--- src/rtl/bp_cce_pkg.sv ---
// Shared CCE directory types: coherence state encoding, entry width helper and the LRU scan FSM states.
package bp_cce_pkg;

  localparam int bp_coh_bits       = 3;
  localparam int coh_shared_bit_lp = 0;

  // Bit 0 is the shared bit: S, F and O keep other copies alive; E and M are exclusive.
  typedef enum logic [bp_coh_bits-1:0] {
    e_COH_I = 3'b000,
    e_COH_S = 3'b001,
    e_COH_E = 3'b010,
    e_COH_F = 3'b011,
    e_COH_M = 3'b110,
    e_COH_O = 3'b111
  } bp_coh_states_e;

  typedef enum logic [1:0] {
    e_lru_idle = 2'd0,
    e_lru_scan = 2'd1,
    e_lru_done = 2'd2
  } bp_cce_lru_scan_state_e;

  // A directory entry is {state, tag} with the state in the upper bits.
  function automatic int dir_entry_width(input int tag_width);
    return bp_coh_bits + tag_width;
  endfunction

  // Index width that never collapses to zero bits.
  function automatic int safe_clog2(input int n);
    return (n > 1) ? $clog2(n) : 1;
  endfunction

endpackage

--- src/rtl/bp_cce_dir_row_slot_sel.sv ---
// Combinational mux picking one (slot, way) entry and its tag-set valid bit out of a directory row.
module bp_cce_dir_row_slot_sel
  import bp_cce_pkg::*;
#(
  parameter int assoc_p            = 8,
  parameter int tag_sets_per_row_p = 2,
  parameter int tag_width_p        = 10,
  localparam int entry_width_lp    = dir_entry_width(tag_width_p),
  localparam int num_entries_lp    = tag_sets_per_row_p * assoc_p,
  localparam int row_width_lp      = num_entries_lp * entry_width_lp,
  localparam int lg_assoc_lp       = safe_clog2(assoc_p),
  localparam int lg_tsp_lp         = safe_clog2(tag_sets_per_row_p),
  localparam int lg_entries_lp     = safe_clog2(num_entries_lp)
) (
  input  logic [row_width_lp-1:0]       row_i,
  input  logic [lg_tsp_lp-1:0]          slot_i,
  input  logic [lg_assoc_lp-1:0]        way_i,
  input  logic [tag_sets_per_row_p-1:0] tag_sets_v_i,
  output logic                          v_o,
  output logic [bp_coh_bits-1:0]        state_o,
  output logic [tag_width_p-1:0]        tag_o
);

  typedef struct packed {
    logic [bp_coh_bits-1:0] state;
    logic [tag_width_p-1:0] tag;
  } dir_entry_s;

  dir_entry_s [num_entries_lp-1:0] entries;
  logic [lg_entries_lp-1:0]        sel_idx;
  dir_entry_s                      sel_entry;

  assign entries = row_i;

  // Slot-major layout: entry index = slot*assoc + way.
  always_comb begin
    sel_idx = lg_entries_lp'(way_i);
    if (tag_sets_per_row_p > 1) begin
      sel_idx = sel_idx + lg_entries_lp'(slot_i) * lg_entries_lp'(assoc_p);
    end
  end

  assign sel_entry = entries[sel_idx];
  assign state_o   = sel_entry.state;
  assign tag_o     = sel_entry.tag;

  if (tag_sets_per_row_p == 1) begin : g_one_set
    assign v_o = tag_sets_v_i[0];
  end else begin : g_many_sets
    assign v_o = tag_sets_v_i[slot_i];
  end

endmodule

--- src/rtl/bp_cce_dir_lru_scan.sv ---
// Sequential LRU extractor: accepts one lookup, scans a multi-beat directory row stream, returns a registered result.
// Handshakes: a lookup transfers on v_i & ready_o; a result transfers on v_o & yumi_i; row beats have no backpressure.
module bp_cce_dir_lru_scan
  import bp_cce_pkg::*;
#(
  parameter int num_lce_p          = 8,
  parameter int assoc_p            = 8,
  parameter int tag_sets_per_row_p = 2,
  parameter int rows_per_set_p     = 4,
  parameter int tag_width_p        = 10,
  localparam int entry_width_lp    = dir_entry_width(tag_width_p),
  localparam int row_width_p       = tag_sets_per_row_p * assoc_p * entry_width_lp,
  localparam int lg_lce_lp         = safe_clog2(num_lce_p),
  localparam int lg_assoc_lp       = safe_clog2(assoc_p),
  localparam int lg_rows_lp        = safe_clog2(rows_per_set_p),
  localparam int lg_tsp_lp         = safe_clog2(tag_sets_per_row_p),
  localparam int tsp_shift_lp      = $clog2(tag_sets_per_row_p),
  localparam int cnt_width_lp      = $clog2(rows_per_set_p + 1)
) (
  input  logic                          clk_i,
  input  logic                          reset_n_i,
  input  logic                          v_i,
  output logic                          ready_o,
  input  logic [lg_lce_lp-1:0]          lce_i,
  input  logic [lg_assoc_lp-1:0]        lru_way_i,
  input  logic                          row_v_i,
  input  logic [row_width_p-1:0]        row_i,
  input  logic [lg_rows_lp-1:0]         row_num_i,
  input  logic [tag_sets_per_row_p-1:0] row_tag_sets_v_i,
  output logic                          v_o,
  input  logic                          yumi_i,
  output logic                          lru_v_o,
  output logic                          lru_cached_o,
  output logic                          lru_cached_excl_o,
  output logic [tag_width_p-1:0]        lru_tag_o,
  output logic [bp_coh_bits-1:0]        lru_state_o,
  output bp_cce_lru_scan_state_e        scan_state_o
);

  bp_cce_lru_scan_state_e   state_r;
  logic [cnt_width_lp-1:0]  cnt_r, cnt_nxt;
  logic [lg_lce_lp-1:0]     lce_r;
  logic [lg_assoc_lp-1:0]   way_r;
  logic                     seen_r, cap_v_r;
  logic [bp_coh_bits-1:0]   cap_state_r;
  logic [tag_width_p-1:0]   cap_tag_r;

  logic [lg_rows_lp-1:0]    target_row;
  logic [lg_tsp_lp-1:0]     target_slot;
  logic                     sel_v;
  logic [bp_coh_bits-1:0]   sel_state;
  logic [tag_width_p-1:0]   sel_tag;
  logic                     row_hit, last_beat;
  logic                     nxt_seen, nxt_v, res_v;
  logic [bp_coh_bits-1:0]   nxt_state;
  logic [tag_width_p-1:0]   nxt_tag;

  assign scan_state_o = state_r;
  assign target_row   = lg_rows_lp'(lce_r >> tsp_shift_lp);

  if (tag_sets_per_row_p == 1) begin : g_one_slot
    assign target_slot = '0;
  end else begin : g_slot
    assign target_slot = lce_r[lg_tsp_lp-1:0];
  end

  bp_cce_dir_row_slot_sel #(
    .assoc_p           (assoc_p),
    .tag_sets_per_row_p(tag_sets_per_row_p),
    .tag_width_p       (tag_width_p)
  ) slot_sel (
    .row_i       (row_i),
    .slot_i      (target_slot),
    .way_i       (way_r),
    .tag_sets_v_i(row_tag_sets_v_i),
    .v_o         (sel_v),
    .state_o     (sel_state),
    .tag_o       (sel_tag)
  );

  assign row_hit   = (state_r == e_lru_scan) && row_v_i && (row_num_i == target_row);
  assign cnt_nxt   = cnt_r + cnt_width_lp'(1);
  assign last_beat = (cnt_nxt == cnt_width_lp'(rows_per_set_p));

  // Capture as it would stand after this beat, so the final beat feeds the result directly.
  always_comb begin
    nxt_seen  = seen_r;
    nxt_v     = cap_v_r;
    nxt_state = cap_state_r;
    nxt_tag   = cap_tag_r;
    if (row_hit) begin
      nxt_seen  = 1'b1;
      nxt_v     = sel_v;
      nxt_state = sel_state;
      nxt_tag   = sel_tag;
    end
    res_v = nxt_seen & nxt_v;
  end

  always_ff @(posedge clk_i) begin
    if (!reset_n_i) begin
      state_r           <= e_lru_idle;
      cnt_r             <= '0;
      lce_r             <= '0;
      way_r             <= '0;
      seen_r            <= 1'b0;
      cap_v_r           <= 1'b0;
      cap_state_r       <= '0;
      cap_tag_r         <= '0;
      ready_o           <= 1'b1;
      v_o               <= 1'b0;
      lru_v_o           <= 1'b0;
      lru_cached_o      <= 1'b0;
      lru_cached_excl_o <= 1'b0;
      lru_tag_o         <= '0;
      lru_state_o       <= '0;
    end else begin
      case (state_r)
        e_lru_idle: begin
          if (v_i) begin
            state_r     <= e_lru_scan;
            ready_o     <= 1'b0;
            cnt_r       <= '0;
            lce_r       <= lce_i;
            way_r       <= lru_way_i;
            seen_r      <= 1'b0;
            cap_v_r     <= 1'b0;
            cap_state_r <= '0;
            cap_tag_r   <= '0;
          end
        end
        e_lru_scan: begin
          if (row_v_i) begin
            cnt_r       <= cnt_nxt;
            seen_r      <= nxt_seen;
            cap_v_r     <= nxt_v;
            cap_state_r <= nxt_state;
            cap_tag_r   <= nxt_tag;
            if (last_beat) begin
              state_r           <= e_lru_done;
              v_o               <= 1'b1;
              lru_v_o           <= res_v;
              lru_tag_o         <= res_v ? nxt_tag : '0;
              lru_state_o       <= res_v ? nxt_state : '0;
              lru_cached_o      <= res_v && (nxt_state != '0);
              lru_cached_excl_o <= res_v && (nxt_state != '0) && !nxt_state[coh_shared_bit_lp];
            end
          end
        end
        e_lru_done: begin
          if (yumi_i) begin
            state_r           <= e_lru_idle;
            ready_o           <= 1'b1;
            v_o               <= 1'b0;
            lru_v_o           <= 1'b0;
            lru_cached_o      <= 1'b0;
            lru_cached_excl_o <= 1'b0;
            lru_tag_o         <= '0;
            lru_state_o       <= '0;
          end
        end
        default: state_r <= e_lru_idle;
      endcase
    end
  end

endmodule

--- config.mk ---
export PLATFORM = sky130hd
export DESIGN_NAME = bp_cce_dir_lru_scan
export DESIGN_NICKNAME = d
export VERILOG_FILES = /design/src/rtl/bp_cce_pkg.sv /design/src/rtl/bp_cce_dir_row_slot_sel.sv /design/src/rtl/bp_cce_dir_lru_scan.sv
export SDC_FILE = /design/constraint.sdc
export NUM_CORES = 1
export LEC_CHECK = 0
export ABC_CLOCK_PERIOD_IN_PS = 2400
export BUFFER_PORTS_ARGS = -buffer_cell sky130_fd_sc_hd__buf_2
export CAP_MARGIN = 20
export CORE_ASPECT_RATIO = 0.6
export CORE_MARGIN = 2
export CORE_UTILIZATION = 25
export CTS_CLUSTER_DIAMETER = 100
export DETAILED_ROUTE_END_ITERATION = 12
export PLACE_DENSITY = 0.64
export SLEW_MARGIN = 30
export SYNTH_ARGS = -nofsm -noshare
export SYNTH_HDL_FRONTEND = slang
export SYNTH_SLANG_ARGS = --single-unit
--- constraint.sdc ---
create_clock -name clk_i -period 2.4 [get_ports clk_i]
set_clock_uncertainty 0.1 [all_clocks]
set_input_delay 0.24 -clock clk_i [delete_from_list [all_inputs] [get_ports clk_i]]
set_output_delay 0.24 -clock clk_i [all_outputs]
set_load 0.02 [all_outputs]
==> flow_summary.yaml <==
status:
  status: "finished clean"
route:
  post_drt_wl_per_cell_um: 19.5
  vias: 3769
  totalWireLength_um: 14100
  route.antenna.remaining_nets: 0
  drc_errors: 0
  via_per_inst: 5.21
  drt_pre_antenna_iters: 4
  drtIter0Drc: 269
yosys:
  synth_top_cells_by_area: "mux4_2 39%, dfxtp_1 26%, nand2_1 4.0%, nand3_1 3.8%, a22oi_1 3.7%"
  avgSynthCellArea_um2: 11.4
  ys_warn_count: 0
  synth_top_area_share: 0.392
  synth_cells: 302
  syn_nets: 527
  synth-seq-cells: 44
  yosysSeqAreaShare: 0.255
  netlist_area_um2: 3450
  yosysUniqueCellTypes: 41
  yosys.area.top_type: "mux4_2"
worst_setup_path:
  crit_path_end_kind: "register"
  crit_chain: "buf_12, mux4_2, mux4_2, a22oi_1, nand2_1"
  criticalPathCategory: "reg -> reg"
  critPathArrivalTime_ns: 2.29
  required_ns: 2.48
  reg2reg_depth: 5
  cp-start-kind: "register"
  crit_slowest_cell: "mux4_2"
  crit_path_max_incr_delay_ns: 0.53
  path_max_fanout: 22
  cpMostUsedCell: "mux4_2"
  crit_cells: 5
  crit_buf_inv: 1
  path_delay_family: "multiplexers"
  r2r_slack_ns: 0.20
final_layout:
  utilization: 0.373
  final_cells: 724
  drive_above_1_share: 0.624
  syn_to_final_growth_pct: 46.9
  finalNetCount: 772
clock_tree:
  ctsResizeCount: 0
  h-tree-depth: 2
  clk_latency_ns: 0.29
  hold_buffers: 0
  cts_max_path_buffers: 2
  clockRootBuffer: "clkbuf_16"
  numCtsBuffers: 5
  cts.sinks: 44
  cts_tree: "done"
  clkTransAtPathRegs_ns: 0.06
  post_cts_buffers: 0
grt:
  grt.total_usage: 0.190
  antenna_found_initial: 1
  grt_first_pass_wirelength_um: 21000
  gr-total-overflow: 0
  grt_pass1_vias: 3941
  grt_max_degree: 37
power_and_ir_drop:
  switching_share: 0.266
  clockPowerShare: 0.349
  comb_power_share: 0.305
  p_per_area_nw_per_um2: 437
  p_int_w: 0.00163
  leakage_nw: 2.20
  irDropWorstVdd_mv: 0.214
  power.switching_w: 0.000589
  seqPwrFrac: 0.347
sta:
  period_minus_slack_ns: 2.20
  tns_ns: 0
  hold_viol_final: 0
  maxSlewHeadroom: 0.606
  holdWs_ns: 0.0751
  rsz0062_at_grt: "no"
  slew_violations: 0
  clock.fmax_mhz: 454
  fin_crit_sh: 0.919
  tightest_slew_ns: 0.590
  setup_viol: 0
placement:
  gpl.final_weighted_congestion: 0.921
  hpwl_um: 12000
  placed_cells: 715
  io_buffers: 242
die:
  ioPinCount: 243
  dieArea_um2: 14800
  rows: 33
  dieWidth_um: 156
  core_area_um2: 13600
  initial_core_util: 0.254
  die_y_um: 95.0
hold_path:
  hold_path.class: "in -> reg"
  min_path_cells: 3
run:
  max_cap_viol_count: 0
==> cell type report <==
type | instances | area, um^2
repair buffers | 265 | 1410
inverters | 2 | 7.51
diodes | 1 | 2.50
clock inverters | 2 | 35.0
clock buffers | 6 | 129
fillers | 1348 | 8520
multi-input cells | 229 | 2380
flip-flops and latches | 44 | 883
well taps | 175 | 219
==> state kept, by name (all words and copies together) (netlist names), 2 cells and up <==
| name | flops |
|---|---|
| lru_tag_o | 10 |
| way_r | 3 |
| cnt_r | 3 |
| scan_state_o | 2 |
| lce_r | 3 |
| cap_tag_r | 10 |
| lru_state_o | 3 |
| cap_state_r | 3 |
==> stage by stage <==
stage | cell area (um^2) | setup WS [ns] | power (W)
5_1_grt | 5070 | 0.00305 | 0.00231
2_1_floorplan | 3450 | 0.363 | 0.00118
3_5_place_dp | 4900 | 0.178 | 0.00146
4_1_cts | 5060 | 0.158 | 0.00223
6_report | 5070 | 0.195 | 0.00222
3_3_place_gp | 4900 | 0.188 | 0.00144
==> power groups by stage <==
| stage | logic [W] | clock network (W) | registers, W |
|---|---|---|---|
| final | 0.000675 | 0.000772 | 0.000768 |
| after global routing | 0.000730 | 0.000809 | 0.000771 |
| after CTS | 0.000676 | 0.000787 | 0.000768 |
| after detailed placement | 0.000674 | 0 | 0.000784 |
| after global placement | 0.000657 | 0 | 0.000783 |
| after floorplan | 0.000399 | 0 | 0.000779 |
==> layer usage <==
metal / global-route usage / vias to the layer above / part of all wire
li1: - / 1708 / -
met1: 0.249 / 1849 / 0.42
met2: 0.301 / 191 / 0.45
met3: 0.0688 / 21 / 0.11
met4: 0.0489 / 0 / 0.014
met5: 0 / - / 0
==> cell families after synthesis <==
family          Yosys count  share of synthesized area
simple gates             94                      0.126
buf+inv                  29                     0.0555
mux                      66                      0.419
compound gates           62                      0.124
xor+xnor                  5                     0.0127
flops                    44                      0.255
fa+ha+maj                 2                    0.00725
==> synthesized netlist by cell type, drive strengths merged <==
master and n:
inv 1, nand3 26, buf 16, a31oi 3, mux2i 3, and3b 1
mux4 62, ha 2, a221oi 3, a211o 1, nor3 2, clkinv 1
nor2 15, a22oi 17, or2 3, and4 1, a211oi 1, o31ai 1
nand4 1, mux2 1, clkbuf 11, nor2b 1, xor2 3, o21ai 5
o211ai 1, dfxtp 44, and3 2, a2111oi 2, nand2b 3, o22ai 3
nand2 37, xnor2 2, a21oi 25, nand3b 2
==> tightest hold or removal path: stages <==
cell and delay [ns]:
buf_2 0.09, nand2_1 0.04, a21oi_1 0.05
==> worst paths after layout <==
check / from / endpoint
max: way_r[0]$_SDFFE_PN0P_ / lru_tag_o[7]$_SDFFE_PN0P_
min: lru_way_i[2] / way_r[2]$_SDFFE_PN0P_
max reg2reg: way_r[0]$_SDFFE_PN0P_ / lru_tag_o[7]$_SDFFE_PN0P_
min reg2reg: lru_tag_o[7]$_SDFFE_PN0P_ / lru_tag_o[7]$_SDFFE_PN0P_
==> placed cells by master (no fill, tap or decap), types with 2 or more instances in the layout <==
cell	count
buf_2	242
mux4_2	60
dfxtp_1	42
nand2_1	37
nand3_1	26
a21oi_1	25
buf_4	21
a22oi_1	17
nor2_1	15
clkbuf_16	5
xor2_1	3
or2_2	3
nand2b_1	3
o22ai_1	3
mux2i_1	3
a31oi_1	3
o21ai_0	3
nand3b_1	2
xnor2_1	2
a221oi_1	2
mux4_1	2
and3_1	2
o21ai_1	2
a2111oi_4	2
ha_1	2
buf_12	2
dfxtp_2	2
Power figures use the tool's default switching activity.
